### src/rtl/bcdtobin_seq.sv
// Sequential BCD-to-binary converter.
// Four packed BCD digits are converted with reverse double-dabble, one bit
// per clock, behind a start/busy/done handshake. Illegal digits (>9) are
// flagged through err and skip the shift phase.
module bcdtobin_seq #(
    parameter int DIGITS = 4,
    parameter int BIN_W  = 14
) (
    input  logic             clk,
    input  logic             rst_n,
    input  logic             start,
    input  logic [3:0]       one,
    input  logic [3:0]       ten,
    input  logic [3:0]       hun,
    input  logic [3:0]       tho,
    output logic [BIN_W-1:0] bin,
    output logic             busy,
    output logic             done,
    output logic             err
);

    localparam int BCD_W = 4 * DIGITS;
    localparam int CNT_W = $clog2(BIN_W);
    localparam logic [CNT_W-1:0] LAST_STEP = CNT_W'(BIN_W - 1);

    typedef enum logic [1:0] {
        IDLE,
        SHIFT,
        FIN
    } state_t;

    state_t             r_state;
    state_t             w_nextState;
    logic [BCD_W-1:0]   r_bcd;
    logic [BIN_W-1:0]   r_binReg;
    logic [CNT_W-1:0]   r_cnt;
    logic               r_bad;

    logic [BCD_W-1:0]   w_inBcd;
    logic               w_inBad;
    logic [BCD_W-1:0]   w_shiftBcd;
    logic [BCD_W-1:0]   w_adjBcd;
    logic [BIN_W-1:0]   w_shiftBin;

    assign w_inBcd = {tho, hun, ten, one};

    // Flag the request as bad if any captured digit is above 9.
    always_comb begin
        w_inBad = 1'b0;
        for (int d = 0; d < DIGITS; d++) begin
            if (w_inBcd[4*d +: 4] > 4'd9) begin
                w_inBad = 1'b1;
            end
        end
    end

    // One reverse double-dabble step: shift {bcd, bin} right, then pull every
    // digit that reached 8 or more back down by 3.
    always_comb begin
        w_shiftBcd = r_bcd >> 1;
        w_shiftBin = {r_bcd[0], r_binReg[BIN_W-1:1]};
        w_adjBcd   = w_shiftBcd;
        for (int d = 0; d < DIGITS; d++) begin
            if (w_shiftBcd[4*d +: 4] >= 4'd8) begin
                w_adjBcd[4*d +: 4] = w_shiftBcd[4*d +: 4] - 4'd3;
            end
        end
    end

    // State register.
    always_ff @(posedge clk or negedge rst_n) begin
        if (!rst_n) begin
            r_state <= IDLE;
        end else begin
            r_state <= w_nextState;
        end
    end

    // Next-state logic: bad input bypasses the shift phase entirely.
    always_comb begin
        w_nextState = r_state;
        case (r_state)
            IDLE: begin
                if (start) begin
                    w_nextState = w_inBad ? FIN : SHIFT;
                end
            end
            SHIFT: begin
                if (r_cnt == LAST_STEP) begin
                    w_nextState = FIN;
                end
            end
            FIN: begin
                w_nextState = IDLE;
            end
            default: begin
                w_nextState = IDLE;
            end
        endcase
    end

    // Output logic: busy covers every cycle spent outside IDLE.
    always_comb begin
        busy = (r_state != IDLE);
    end

    // Datapath: capture on start, step during SHIFT, publish the result in FIN.
    always_ff @(posedge clk or negedge rst_n) begin
        if (!rst_n) begin
            r_bcd    <= '0;
            r_binReg <= '0;
            r_cnt    <= '0;
            r_bad    <= 1'b0;
            bin      <= '0;
            done     <= 1'b0;
            err      <= 1'b0;
        end else begin
            done <= 1'b0;
            case (r_state)
                IDLE: begin
                    if (start) begin
                        r_bcd    <= w_inBcd;
                        r_binReg <= '0;
                        r_cnt    <= '0;
                        r_bad    <= w_inBad;
                    end
                end
                SHIFT: begin
                    r_bcd    <= w_adjBcd;
                    r_binReg <= w_shiftBin;
                    r_cnt    <= r_cnt + CNT_W'(1);
                end
                FIN: begin
                    bin  <= r_bad ? '0 : r_binReg;
                    err  <= r_bad;
                    done <= 1'b1;
                end
                default: begin
                    done <= 1'b0;
                end
            endcase
        end
    end

    // A legal conversion must have drained every BCD digit by the time it finishes.
    assert property (@(posedge clk) disable iff (!rst_n)
        (r_state == FIN && !r_bad) |-> (r_bcd == '0));

endmodule
### config.mk
export PLATFORM = sky130hd
export DESIGN_NAME = bcdtobin_seq
export DESIGN_NICKNAME = d
export VERILOG_FILES = /design/src/rtl/bcdtobin_seq.sv
export SDC_FILE = /design/constraint.sdc
export NUM_CORES = 1
export LEC_CHECK = 0
export CAP_MARGIN = 20
export CORE_MARGIN = 10
export CORE_UTILIZATION = 45
export DETAILED_ROUTE_END_ITERATION = 12
export PLACE_DENSITY = 0.73
export REMOVE_ABC_BUFFERS = 1
export SYNTH_ARGS = -nofsm -noshare
export SYNTH_HDL_FRONTEND = slang
export SYNTH_SLANG_ARGS = --single-unit
### constraint.sdc
create_clock -name clk -period 1.2 [get_ports clk]
set_input_delay 0.24 -clock clk [delete_from_list [all_inputs] [get_ports clk]]
set_output_delay 0.24 -clock clk [all_outputs]
set_load 0.01 [all_outputs]
# --- Word-level counts from Yosys, hierarchy flattened ---
# Cells that the tools add are included.
totals:
  in_bits: 19
  elab_cells: 52
  reg_bits: 53
  out_inout_bits: 17
classes:
  muxes: 20
  n_reduce_logical: 6
  n_lt_le_gt_ge: 8
  addsub: 5
  eq_ne: 5
op_table:
  columns: ["cell", "count"]
  rows:
  - ["$pmux W16 S2", 1]
  - ["$mux W14", 2]
  - ["$pmux W14 S2", 1]
  - ["$mux W4", 5]
  - ["$gt A4 B4 Y1 const B", 4]
  - ["$mux W16", 1]
  - ["$ge A4 B4 Y1 const B", 3]
  - ["$sub A4 B2 Y4 const B", 3]
  - ["$pmux W4 S2", 1]
  - ["$mux W2", 3]
  - ["$reduce_and A2 Y1", 3]
  - ["$mux W1", 5]
  - ["$add A4 B1 Y4 const B", 1]
  - ["$eq A4 B4 Y1 const B", 1]
  - ["$ge A3 B4 Y1 const B", 1]
  - ["$ne A2 B2 Y1 const B", 2]
  - ["$pmux W2 S2", 1]
  - ["$reduce_bool A2 Y1", 2]
  - ["$sub A3 B2 Y4 const B", 1]
  - ["$eq A2 B1 Y1 const B", 1]
  - ["$eq A2 B2 Y1 const B", 1]
  - ["$logic_not A2 Y1", 1]

# --- Logic depth before layout (Yosys ltp) ---
# Gate-level depths: netlist (run 1).
depth:
  depth_word: 8
  ltp_mapped: 5
  depth_no_buf: 5

# --- Worst setup path before layout (run 1) ---
# Ideal clock, no wire load.
synth_path:
  path_type: "flip-flop to flip-flop"
  startpoint: "register r_state[1]"
  endpoint: "register r_bcd[11]"
  n_path_buf: 1
  slack_ns: -0.009
  synth_period_minus_slack_ns: 1.209
  required_ns: 1.079
  arrival_time_ns: 1.088
  setup_time_ns: 0.121
  path_stages_with_launch: 5
  path_cell_list: "dfrtp_1 buf_2 nor3b_4 a211oi_1 o22a_1"
synth_between:
  elab_chain_cells: 3
  elab_cells_between_ends: 6
  cone_classes: "eq/ne: 2; mux: 1; reduce/logical: 3"
synth_lines:
  columns: ["element", "line_no", "text"]
  rows:
  - ["start, declared", "32", "state_t r_state;"]
  - ["start signal, assigned", "75", "r_state <= w_nextState;"]
  - ["$eq A2 B1 Y1 / $logic_not A2 Y1 (equally long branches)", "119", "case (r_state)"]
  - ["$reduce_bool A2 Y1 (no source line) / $ne A2 B2 Y1 (equally long branches)", null, null]
  - ["$reduce_and A2 Y1 (no source line)", null, null]
  - ["end signal, assigned", "122", "r_bcd <= w_inBcd;"]
  - ["end signal, assigned", "129", "r_bcd <= w_adjBcd;"]
  - ["end, declared", "34", "logic [BCD_W-1:0] r_bcd;"]
# Parallel ways exist; a longest one is shown, timed or not.
# A chain may end at the register's enable or synchronous reset.

# --- Worst setup path in the final report (run 1) ---
layout_path:
  startpoint: "register r_state[1]"
  endpoint: "register r_state[1]"
layout_between:
  elab_chain_cells: 3
  elab_cells_between_ends: 6
  cone_classes: "eq/ne: 3; mux: 1; reduce/logical: 2"
layout_lines:
  columns: ["element", "line_no", "text"]
  rows:
  - ["$eq A2 B1 Y1 / $logic_not A2 Y1 (equally long branches)", "82", "case (r_state)"]
  - ["$ne A2 B2 Y1 (no source line)", null, null]
  - ["$reduce_and A2 Y1 (no source line)", null, null]
# Parallel ways exist; a longest one is shown, timed or not.

==> impl_metrics.toml, run 1 <==
[status]
status = "complete, but fails checks"
failed_checks = "negative setup slack"

[clock_network]
cts_buffer_depth = 2
clock_sinks = 53
numCtsBuffers = 5
path_clk_slew_ps = 100
cts_root_buffer = "clkbuf_8"
cts_max_level = 2
cts_tree = "done"
clk_latency_ps = 320

[logic_synthesis]
avgSynthCellArea_sq_um = 10.57
syn_area_sq_mm = 0.002506
yosysWarnings = 0
ys_seq_elements = 53
ys.flop_type = "dfrtp_1"
synth_top_area_cell = "dfrtp_1"
synthCells = 237
async_flop_share_pct = 100.0
synthDistinctLibCells = 31
ys_top_cells_by_area = "dfrtp_1, a22o_1, nand2b_1"
seq_area_frac_synth_pct = 52.92
yosys.area.top_type_share_pct = 52.92
synth_edf_count = 0

[final_layout]
antennaDiodeCount = 0
multi_input_area_sq_mm = 0.001286
nets = 344
seqCellArea_sq_mm = 0.001326
drive_gt1_share_pct = 37.74
post-route-util_pct = 67.47
fin_cells = 390
fill_cells = 412
syn_to_final_growth_pct = 46.43

[critical_path]
path_cells = "buf_6 -> buf_6 -> o21bai_4 -> buf_6 -> a221oi_1"
cp_common_cell = "buf_6"
r2r_cells = 5
cp.required_ps = 1410
reg2reg_from = "r_state[1]"
slowest_delay_ps = 420
critPathLaunch = "r_state[1]"
crit_type = "reg2reg"
cp.arrival_ps = 1640
crit_slowest_cell = "dfrtp_1"
end_kind = "flip-flop"
worst-path-max-fanout = 6
startpoint_type = "flip-flop"

[hold_path]
hold_class = "in2async"

[timing]
fmax_mhz = 701.3
drv_slew = 0
hold_viol_final = 0
rsz0062_at_grt = "true"
finClkSkew_ps = 10.27
relSlewSlack_pct = 70.23
min_period_ps = 1426
whs_ps = 445.8
worst_slack_ps = -225.9
period_share_pct = 118.8
setup_viol = 54
tightest_slew_ps = 446.6

[grt]
grt_max_degree = 54
grt_pass1_wl_um = 9970
grt_pass1_vias = 2110
track_usage_pct = 14.14
antenna_found_initial = 0
overflow = 0

[placement]
gp_congestion = 0.8801
dp_hpwl_um = 3946
dp.cells = 362
port_buffers = 35
dp_slack_ps = -396.2

[routing]
antenna_left = 0
wl_met2_um = 3487
wl_met3_um = 416
top_layer_used = "met4"
drc_errors = 0
routed_wl_um = 6753
vias = 2119
first_iter_violations = 100
first_pass_iters = 4
routedLengthMet1_um = 2675
vias_per_cell = 5.433
wire_per_inst_um = 17.32

[floorplanning]
pin_count = 36
rows = 27
die_x_um = 94.63
initial_core_util_pct = 46.08
die_area_sq_mm = 0.008954
coreArea_sq_mm = 0.005439
die_height_um = 94.63

[run]
cap_viol_max_count = 0

[pwr]
power_density_mw_per_mm2 = 2238
power_leakage_nw = 1.692
ir_worst_vdd_v = 0.001455
layout make-up:
type | count | area share, %
clock buffer | 5 | 1.875
clock inverter | 3 | 0.6819
inverter | 14 | 1.568
multi-input combinational | 155 | 35.05
sequential | 53 | 36.14
tap | 72 | 2.455
timing repair buffer | 88 | 22.23
where the power goes:
| group | switching (mW) | internal [mW] | total, mW |
|---|---|---|---|
| combinational | 2.11 | 2.39 | 4.50 |
| sequential | 0.476 | 2.18 | 2.66 |
| clock | 0.636 | 0.422 | 1.06 |
| total | 3.22 | 5.00 | 8.21 |
layout by cell type (no fill, tap or decap), types with 3 or more instances in the layout:
cell type / instances
a211oi_2: 3
a21oi_1: 9
a221oi_2: 4
a22o_1: 16
buf_2: 3
buf_4: 27
buf_6: 19
buf_8: 4
clkbuf_2: 13
clkbuf_8: 5
clkdlybuf4s50_1: 16
dfrtp_1: 53
ha_1: 8
inv_1: 11
mux2i_1: 4
nand2_1: 13
nand2_2: 5
nand2_4: 3
nand2b_1: 15
nor2_4: 3
nor2b_1: 6
o21ai_0: 4
o21ai_1: 16
o22a_1: 4
o22ai_1: 6
o22ai_2: 5
xnor2_1: 3
xor2_1: 3
metal layers:
layer,global-route usage (%),vias up
li1,-,1003
met1,16.61,1030
met5,0,-
met4,6.110,0
met2,23.00,73
met3,4.917,13
logic make-up (layout without fill, tap and decap cells):
group	Yosys count	in the layout	synth area share, %
AOI/OAI and AO/OA	78	78	20.87
and+or+nand+nor	58	58	12.68
DFF	53	53	52.92
buffers and inverters	29	110	5.392
adders and majority gates	8	8	3.994
xor gates and xnor gates	6	6	2.097
muxes	5	5	2.047
synth_stat cells (2+ instances only):
cell type and instances:
dfrtp_1 53, o21ai_0 22, nand2_1 21, nand2b_1 18, a22o_1 16, inv_1 14, o22ai_1 13, a21oi_1 11
buf_2 9, ha_1 8, nor2b_1 7, a221oi_1 5, nor2_1 5, mux2i_1 4, o22a_1 4, a211oi_1 3
clkbuf_1 3, xnor2_1 3, xor2_1 3, buf_4 2, nor3b_1 2, o211a_1 2
critical path, delay by kind of cell (launching register included):
| family | cells | cell delay, ps |
|---|---|---|
| AOI/OAI and AO/OA | 2 | 470 |
| buffers and inverters | 3 | 420 |
| DFF | 1 | 420 |
final timing paths:
| check | to | slack (ps) |
|---|---|---|
| min reg2reg | bin[0] | 490 |
| min in group clk | bin[0] | 490 |
| max reg2reg | r_state[1] | -230 |
| max | r_state[1] | -230 |
| max in group asynchronous | r_bcd[10] | 520 |
| min | r_cnt[0] | 450 |
registers in the layout (all words and copies together) (netlist names):
name	cells
bin	14
done	1
err	1
r_bad	1
r_bcd	16
r_binReg	14
r_cnt	4
r_state	2
metrics by stage:
| step | area (sq um) | power (mW) | setup TNS [ps] |
|---|---|---|---|
| final | 3670 | 8.213 | -6693 |
| after global routing | 3670 | 8.649 | -9016 |
| after CTS | 3467 | 7.197 | -5722 |
| after detailed placement | 3119 | 5.492 | -9871 |
| after global placement | 3119 | 5.422 | -9607 |
| after floorplan | 2424 | 4.139 | -23950 |
timing repair:
action	in CTS	in global routing
hold buffers	1	0
resized for setup	89	73
endpoints found under the hold margin	53	0
gates cloned	2	3
endpoints found under the setup margin	63	69
pin swaps	13	17
setup buffers	6	8
Note: power is estimated with default switching activity, not from simulation.
==> run 2: changes to the inputs <==
Clock period 1.2 ns to 1.3 ns, I/O delays scaled along.
==> run 2 against run 1 <==
  * The flow still finishes with violations (negative setup slack)
  * Maximum frequency increased by 1.2%
  * Wire length fell by 9.6%
  * Non-clock buffer count is 10 lower
==> impl_metrics.toml, run 2 (synthesis gave the netlist of run 1 again) <==
[timing]
drv_slew = 0
min_period_ps = 1409
whs_ps = 475.8
hold_viol_final = 0
worst_slack_ps = -109.4
period_share_pct = 108.4
relSlewSlack_pct = 71.20
setup_viol = 29
tightest_slew_ps = 432.0
fmax_mhz = 709.5
rsz0062_at_grt = "true"
tns_ps = -2113
finClkSkew_ps = 8.702

[placement]
placed_area_sq_mm = 0.003087
dp.cells = 356
dp_hpwl_um = 3894
port_buffers = 35
gp_congestion = 0.8380

[grt]
grt_pass1_wl_um = 9673
grt_pass1_vias = 1984
track_usage_pct = 13.45
antenna_found_initial = 0
overflow = 0
grt_max_degree = 54

[clock_network]
cts_max_level = 2
numCtsBuffers = 5
path_clk_slew_ps = 100
clk_latency_ps = 310
cts_buffer_depth = 2
cts_tree = "done"
clock_sinks = 53
cts_root_buffer = "clkbuf_8"

[critical_path]
r2r_cells = 5
worst-path-buf-inv = 3
slowest_delay_ps = 420
path_cells = "buf_6 -> buf_8 -> o21bai_4 -> clkbuf_16 -> a22o_1"
reg2reg_from = "r_state[1]"
startpoint_type = "flip-flop"
cp.arrival_ps = 1620
crit_slowest_cell = "dfrtp_1"
crit_type = "reg2reg"
end_kind = "flip-flop"
cp.required_ps = 1510
critPathLaunch = "r_state[1]"
path_depth = 5
cpLargestDelayFamily = "buffers and inverters"
r2r_setup_slack_ps = -110
worst-path-max-fanout = 6

[floorplanning]
die_height_um = 94.63
coreArea_sq_mm = 0.005439
pin_count = 36
die_area_sq_mm = 0.008954
rows = 27
initial_core_util_pct = 46.08
die_x_um = 94.63

[final_layout]
largest_reg_flops = 16
nets = 334
antennaDiodeCount = 0
regMostFlops = "r_bcd"
final_cell_mix = "dfrtp_1, buf_4, nand2_1, o21ai_0"
fin_cells = 380
largestRegisters = "r_bcd: 16 flops, bin: 14 flops, r_binReg: 14 flops"
fin_area_sq_mm = 0.003503
final_common_cell = "dfrtp_1"
syn_to_final_growth_pct = 39.79
drive_gt1_share_pct = 25.97

[routing]
first_pass_iters = 4
wire_per_inst_um = 16.07
antenna_left = 0
vias_per_cell = 5.355
vias = 2035
routed_wl_um = 6107
drc_errors = 0
first_iter_violations = 126

[status]
status = "complete, but fails checks"
failed_checks = "negative setup slack"

[run]
cap_viol_max_count = 0

[pwr]
ir_worst_vdd_v = 0.0009722
power_density_mw_per_mm2 = 1947
power_leakage_nw = 1.640

[hold_path]
hold_class = "in2async"
[run 2: report_power, final]
part	switching [mW]	internal [mW]	total (mW)
Clock	0.579	0.392	0.971
Combinational	1.63	1.78	3.42
Sequential	0.411	2.02	2.43
Total	2.62	4.20	6.82
[run 2: worst paths after layout]
check                                to
max reg2reg                r_binReg[11]
max in group asynchronous      r_bcd[9]
min                                done
max                        r_binReg[11]
min in group clk                 bin[3]
min reg2reg                      bin[3]
[run 2: what timing repair did]
| action | CTS | global route |
|---|---|---|
| setup endpoints to repair | 42 | 39 |
| hold buffers | 1 | 0 |
| buffers inserted | 6 | 7 |
| resized for setup | 36 | 36 |
| gates cloned | 2 | 1 |
| pin swaps | 3 | 26 |
| endpoints found under the hold margin | 53 | 0 |
[run 2: per-stage QoR]
| stage | utilization [%] | worst slack [ps] | power, mW |
|---|---|---|---|
| finish | 64.41 | -109.4 | 6.821 |
| global route | 64.41 | -140.1 | 7.251 |
| CTS | 61.54 | -104.5 | 6.395 |
| detailed placement | 56.75 | -287.9 | 4.932 |
| global placement | 56.75 | -295.5 | 4.876 |
| floorplan | - | -749.2 | 3.821 |
[run 2: routing by layer]
layer | vias up | part of all wire [%] | GRT usage, %
met1 | 994 | 44 | 16.37
met3 | 6 | 6.0 | 4.282
met5 | - | 0 | 0
li1 | 979 | - | -
met2 | 56 | 49 | 22.60
met4 | 0 | 0.98 | 3.367
[run 2: area by class of cell]
cell class,instances,area [sq um]
sequential,53,1329
timing repair buffer,78,762.0
clock inverter,3,26.28
tap,72,90.09
multi-input combinational,155,1175
inverter,14,52.55
clock buffer,5,68.82
fill,438,1936
[run 2: worst reg2reg max path, delay by kind of cell (launching register included)]
kind / cells / cell delay [ps]
buffers and inverters: 3 / 460
AOI/OAI and AO/OA: 2 / 430
DFF: 1 / 420
